**src/rtl/sync_counter_n_if.sv**
```systemverilog
// Control/data bundle for sync_counter_n. Defining SYNC_COUNTER_N_CMP_EN adds
// the cmp/match compare signals to the bundle.
interface sync_counter_n_if #(
  parameter int WIDTH = 4
);
  logic             sr;
  logic             pe;
  logic [WIDTH-1:0] d;
  logic             cet;
  logic             cep;
  logic             up;
  logic [WIDTH-1:0] q;
  logic             tc;
`ifdef SYNC_COUNTER_N_CMP_EN
  logic [WIDTH-1:0] cmp;
  logic             match;
`endif

  modport master (
    output sr, pe, d, cet, cep, up,
`ifdef SYNC_COUNTER_N_CMP_EN
    output cmp,
    input  match,
`endif
    input  q, tc
  );

  modport slave (
    input  sr, pe, d, cet, cep, up,
`ifdef SYNC_COUNTER_N_CMP_EN
    input  cmp,
    output match,
`endif
    output q, tc
  );
endinterface

```
**src/rtl/sync_counter_n.sv**
```systemverilog
// Cascadable modulus-(MAXVAL+1) up/down counter with sync reset and parallel load.
// Optional registered compare output enabled by defining SYNC_COUNTER_N_CMP_EN.
module sync_counter_n #(
  parameter int WIDTH  = 4,
  parameter int MAXVAL = 2**WIDTH - 1
) (
  input  logic            cp,
  input  logic            mr,
  sync_counter_n_if.slave bus
);

  localparam logic [WIDTH-1:0] MAXV = WIDTH'(MAXVAL);
  localparam logic [WIDTH-1:0] ONE  = WIDTH'(1);

  logic [WIDTH-1:0] q_r;
  logic [WIDTH-1:0] q_nxt;

  // Out-of-range loaded values wrap to 0 going up and step down normally.
  always_comb begin
    q_nxt = q_r;
    if (!bus.sr) begin
      q_nxt = '0;
    end else if (!bus.pe) begin
      q_nxt = bus.d;
    end else if (bus.cet && bus.cep) begin
      if (bus.up) begin
        q_nxt = (q_r >= MAXV) ? '0 : q_r + ONE;
      end else begin
        q_nxt = (q_r == '0) ? MAXV : q_r - ONE;
      end
    end
  end

  always_ff @(posedge cp or negedge mr) begin
    if (!mr) begin
      q_r <= '0;
    end else begin
      q_r <= q_nxt;
    end
  end

  assign bus.q = q_r;

  always_comb begin
    bus.tc = bus.cet & (bus.up ? (q_r == MAXV) : (q_r == '0));
  end

`ifdef SYNC_COUNTER_N_CMP_EN
  logic match_r;

  // Compares the value being written, so loads and sync resets also hit.
  always_ff @(posedge cp or negedge mr) begin
    if (!mr) begin
      match_r <= 1'b0;
    end else begin
      match_r <= (q_nxt == bus.cmp);
    end
  end

  assign bus.match = match_r;
`endif

endmodule

```
**src/flat_wrapper.sv**
```systemverilog
// flat-port wrapper written by rule: the top's interface ports become plain ports
module sync_counter_n_flat 
#(
  parameter int WIDTH  = 4,
  parameter int MAXVAL = 2**WIDTH - 1
)
  (cp, mr, bus_sr, bus_pe, bus_d, bus_cet, bus_cep, bus_up, bus_q, bus_tc);
  sync_counter_n_if #(.WIDTH(WIDTH)) bus_i ();
  input  logic cp;
  input  logic mr;
  input wire logic [$bits(bus_i.sr)-1:0] bus_sr;
  input wire logic [$bits(bus_i.pe)-1:0] bus_pe;
  input wire logic [$bits(bus_i.d)-1:0] bus_d;
  input wire logic [$bits(bus_i.cet)-1:0] bus_cet;
  input wire logic [$bits(bus_i.cep)-1:0] bus_cep;
  input wire logic [$bits(bus_i.up)-1:0] bus_up;
  output wire logic [$bits(bus_i.q)-1:0] bus_q;
  output wire logic [$bits(bus_i.tc)-1:0] bus_tc;
  assign bus_i.sr = bus_sr;
  assign bus_i.pe = bus_pe;
  assign bus_i.d = bus_d;
  assign bus_i.cet = bus_cet;
  assign bus_i.cep = bus_cep;
  assign bus_i.up = bus_up;
  assign bus_q = bus_i.q;
  assign bus_tc = bus_i.tc;
  sync_counter_n #(.WIDTH(WIDTH), .MAXVAL(MAXVAL)) u_core (.cp(cp), .mr(mr), .bus(bus_i));
endmodule
```
**config.mk**
```make
export PLATFORM = sky130hd
export DESIGN_NAME = sync_counter_n_flat
export DESIGN_NICKNAME = d
export VERILOG_FILES = /design/src/rtl/sync_counter_n_if.sv /design/src/rtl/sync_counter_n.sv /design/src/flat_wrapper.sv
export SDC_FILE = /design/constraint.sdc
export NUM_CORES = 1
export LEC_CHECK = 0
export CAP_MARGIN = 20
export CORE_AREA = 2 2 39 41
export CTS_BUF_LIST = sky130_fd_sc_hd__clkbuf_2
export DETAILED_ROUTE_END_ITERATION = 12
export DIE_AREA = 0 0 41 43
export GPL_TIMING_DRIVEN = 0
export PLACE_DENSITY = 0.61
export REMOVE_ABC_BUFFERS = 1
export SYNTH_ARGS = -nofsm -noshare
export SYNTH_HDL_FRONTEND = slang
export SYNTH_SLANG_ARGS = --single-unit
```
**constraint.sdc**
```tcl
create_clock -name cp -period 2.95 [get_ports cp]
set_input_delay 0.59 -clock cp [delete_from_list [all_inputs] [get_ports cp]]
set_output_delay 0.59 -clock cp [all_outputs]
set_load 0.01 [all_outputs]
```
# --- Word-level counts from Yosys, hierarchy flattened ---
# Cells that the tools add are included.
classes:
  add_sub_neg: 2
  n_lt_le_gt_ge: 1
  eq_ne: 2
  n_mux: 7
  bitwise_logic: 1
  reduce_logical: 2
op_table:
  columns: ["operator", "count"]
  rows:
  - ["two-way mux 4 bit", 6]
  - ["adder 4 x 1 -> 4 bit (second input constant)", 1]
  - ["== test 4 bit (second input constant)", 1]
  - ["greater-or-equal comparator 4 bit (second input constant)", 1]
  - ["logical NOT 4 bit", 1]
  - ["subtractor 4 x 1 -> 4 bit (second input constant)", 1]
  - ["!= test 3 x 2 -> 1 bit (second input constant)", 1]
  - ["bitwise AND 1 bit", 1]
  - ["logical AND 1 bit", 1]
  - ["two-way mux 1 bit", 1]
totals:
  register_bits: 4
  output_inout_bits: 5
  elab_cells: 16

# --- Longest topological paths before layout ---
logic_depth:
  depth_word: 6
  depth_mapped: 6
  depth_no_buf: 6

# --- Least setup slack after synthesis ---
# Ideal clock, no wire load.
synth_timing:
  kind: "input to output"
  from: "in bus_up"
  to: "out bus_tc"
  t_arrival_ns: 1.526
  required_time_ns: 2.360
  path_slack_ns: 0.834
  stages: 3
  n_path_buf: 1
  cell_sequence: "buf_2 or4b_4 a21boi_0"
synth_between:
  elab_chain_len: 2
synth_lines:
  columns: ["element", "line", "text"]
  rows:
  - ["start, declared", "flat_wrapper.sv:16", "input wire logic [$bits(bus_i.up)-1:0] bus_up;"]
  - ["two-way mux 1 bit", "sync_counter_n.sv:45", "bus.tc = bus.cet & (bus.up ? (q_r == MAXV) : (q_r == '0));"]
  - ["bitwise AND 1 bit", "sync_counter_n.sv:45", null]
  - ["end, declared", "flat_wrapper.sv:18", "output wire logic [$bits(bus_i.tc)-1:0] bus_tc;"]
# No other way between the ends.

# --- Final worst setup path ---
layout_timing:
  from: "reg u_core.q_r[0] (netlist: u_core.bus.q[0])"
  to: "out bus_tc"
layout_between:
  elab_chain_len: 3
  word_cells_on_any_way: 4
  cone_classes: "eq/ne: 1; mux: 1; bitwise: 1; reduce/logical: 1"
layout_lines:
  columns: ["element", "line", "text"]
  rows:
  - ["start, declared", "sync_counter_n.sv:15", "logic [WIDTH-1:0] q_r;"]
  - ["start signal, assigned", "sync_counter_n.sv:38", "q_r <= q_nxt;"]
  - ["== test 4 bit / logical NOT 4 bit (equally long branches)", "sync_counter_n.sv:45", null]
  - ["two-way mux 1 bit *", "sync_counter_n.sv:45", null]
  - ["bitwise AND 1 bit *", "sync_counter_n.sv:45", null]
# Mark *: on every way between the ends. The rest lies on a longest branch, timed or not.

==> results.ini <==
[synthesis]
syn_area_per_cell_um2=8.70
synth.ff_latch_count=4
async_reset_ff_frac=1.00
synth-edff-count=0
yosys-top-cells-count=a21oi_1, dfrtp_1, inv_1
yosysUniqueCellTypes=27
synth_area_leader_cell=dfrtp_1
synth_seq_area_share=0.256
synthTopCellsByArea=dfrtp_1, ha_1, a21oi_1
ys.warnings.count=0
synth_top_flop_cell=dfrtp_1
synth_top_cell_area_share=0.256
synthCells=45
synth.cell_area_um2=392

[placed_design]
dp_cells=73
post-dp-hpwl_um=674
port_buffers=15
place_area_um2=541
gp_congestion=0.754

[clocking]
cts_root_buf=clkbuf_2
cts-hold-fix-buffers=0
cts_buffers=3
insertion_delay_ps=190
cts_max_path_buffers=2
clk_pin_slew_worst_paths_ps=40
cts_max_level=1
cts_tree=built
post_cts_buffers=0
numClockSinks=4

[die]
core_area_um2=1380
io_pins=16
die_h_um=43
dieArea_um2=1760
die_w_um=41
start_util=0.283
rows=14

[global_route]
antenna_found_initial=0
grt_first_pass_wirelength_um=1490
grt_overflow_total=0
grt_usage=0.120
grt_max_degree=13
grt_pass1_vias=352

[drt]
ant_nets=0
drtIter0Drc=6
viasPerCell=5.13
drt-total-wl_um=841
wl_per_cell_um=11.1
num_vias=390
route.detailed.drc=0
drt_pre_antenna_iters=2

[run_status]
status=finished clean

[timing]
finClkSkew_ps=0.901
max_slew_margin=0.733
finalHoldWorstSlack_ps=591
tns_ps=0
max_freq_mhz=362
grt_setup_unrepaired=no
min_period_ps=2760
hold_violations=0
min_period_over_period=0.936
tightest_slew_ps=399
finalSetupViolCount=0
drv_slew=0

[hold_path]
hold_class=in -> async

[run]
drv_cap=0

[layout]
fin_area_um2=554
final_nets=75
fillers=142
largest_reg_flops=4
stdcell_count=76
antenna_cells=0
area_growth_pct=41.5
drive_gt1_frac=0.133

[setup_path]
path_cells=inv_1 -> ha_1 -> or4b_4 -> a21boi_0 -> clkdlybuf4s50_1
worstPathMaxFanout=7
crit_family=buffers and inverters
ff2ff_path_depth=6
crit_type=reg -> out
cp_num_buf_inv=2
reg2reg_slack_ps=1390
critPathMaxStageDelay_ps=560
end_kind=output pin
critPathSlowestCell=clkdlybuf4s50_1
cp-start-kind=register
r2r_end=u_core.bus.q[0]
worst_ep_arrival_time_ps=2170
r2r_start=u_core.bus.q[0]
required_ps=2360

[power]
power_leakage_nw=0.231
p_per_area_nw_per_um2=325
max-vdd-ir-drop_mv=0.157

==> worst reg2reg max path: stages, from the launching register on <==
cell and delay (ps):
dfrtp_1 440, inv_1 140, ha_1 190, or4b_4 480, nand3_2 90, nand3_2 80
o21ai_2 70
==> kinds of logic (layout without fill, tap and decap cells) <==
kind of cell | count (synthesis) | after routing | share of synthesized area
buffers and inverters | 7 | 22 | 0.0926
and+or+nand+nor | 13 | 13 | 0.230
adders and majority gates | 2 | 2 | 0.0639
xor gates and xnor gates | 2 | 2 | 0.0447
AOI/OAI and AO/OA | 16 | 16 | 0.288
muxes | 1 | 1 | 0.0256
DFF | 4 | 4 | 0.256
==> what timing repair did <==
item	4_1_cts	5_1_grt
gates resized for setup	1	0
endpoints found under the setup margin	1	0
hold endpoints to repair	0	0
==> layout make-up <==
type,instances,area [um^2],share of cell area
Clock buffer,3,15.0,0.0271
Timing Repair Buffer,15,149,0.269
Tap cell,16,20.0,0.0361
Inverter,4,15.0,0.0271
Sequential cell,4,100,0.181
Multi-Input combinational cell,34,255,0.460
==> metal layers <==
| layer | share of wire | vias up | track usage | routed length [um] |
|---|---|---|---|---|
| met5 | 0 | - | 0 | 0 |
| met4 | 0 | 0 | 0.0200 | 0 |
| met3 | 0.049 | 0 | 0.0471 | 41 |
| met2 | 0.49 | 11 | 0.181 | 411 |
| met1 | 0.46 | 181 | 0.160 | 388 |
| li1 | - | 198 | - | - |
==> report_power, final <==
part	leakage [nW]	switching, W	internal, W
logic	0.166	0.0000274	0.0000378
registers	0.0522	0.00000901	0.0000594
clock network	0.0125	0.0000192	0.0000273
==> how the worst max path moves through the flow <==
stage	slack, ps	depth (start not counted)	start	endpoint
final	190	5	u_core.bus.q[0]	bus_tc
after global routing	70	5	u_core.bus.q[0]	bus_tc
after CTS	160	5	u_core.bus.q[0]	bus_tc
after detailed placement	-60	4	bus_up	bus_tc
after global placement	-40	4	bus_up	bus_tc
after floorplan	840	4	u_core.bus.q[0]	bus_tc
==> stage by stage <==
stage | setup WS (ps) | utilization | power (W)
2_1_floorplan | 844 | - | 0.000100
3_3_place_gp | -37.9 | 0.391 | 0.000135
3_5_place_dp | -61.0 | 0.391 | 0.000135
4_1_cts | 162 | 0.401 | 0.000184
5_1_grt | 71.0 | 0.401 | 0.000198
6_report | 190 | 0.401 | 0.000180
==> cell usage in the layout, fill, tap and decap left out <==
master            n
clkdlybuf4s50_1  14
inv_1             4
a21oi_1           4
dfrtp_1           4
o21ai_0           3
clkbuf_2          3
nand4_1           2
nand2_1           2
o211ai_1          2
nand3_1           2
nand3_2           2
ha_1              2
or4b_4            1
a21boi_0          1
nor4_1            1
o21a_1            1
nor4b_1           1
o21bai_1          1
o311a_1           1
nand3b_1          1
xor2_1            1
o211a_1           1
a41o_2            1
o21ai_2           1
mux2i_1           1
nor2_1            1
xnor2_1           1
dlygate4sd2_1     1
(Power assumes the default switching activity.)
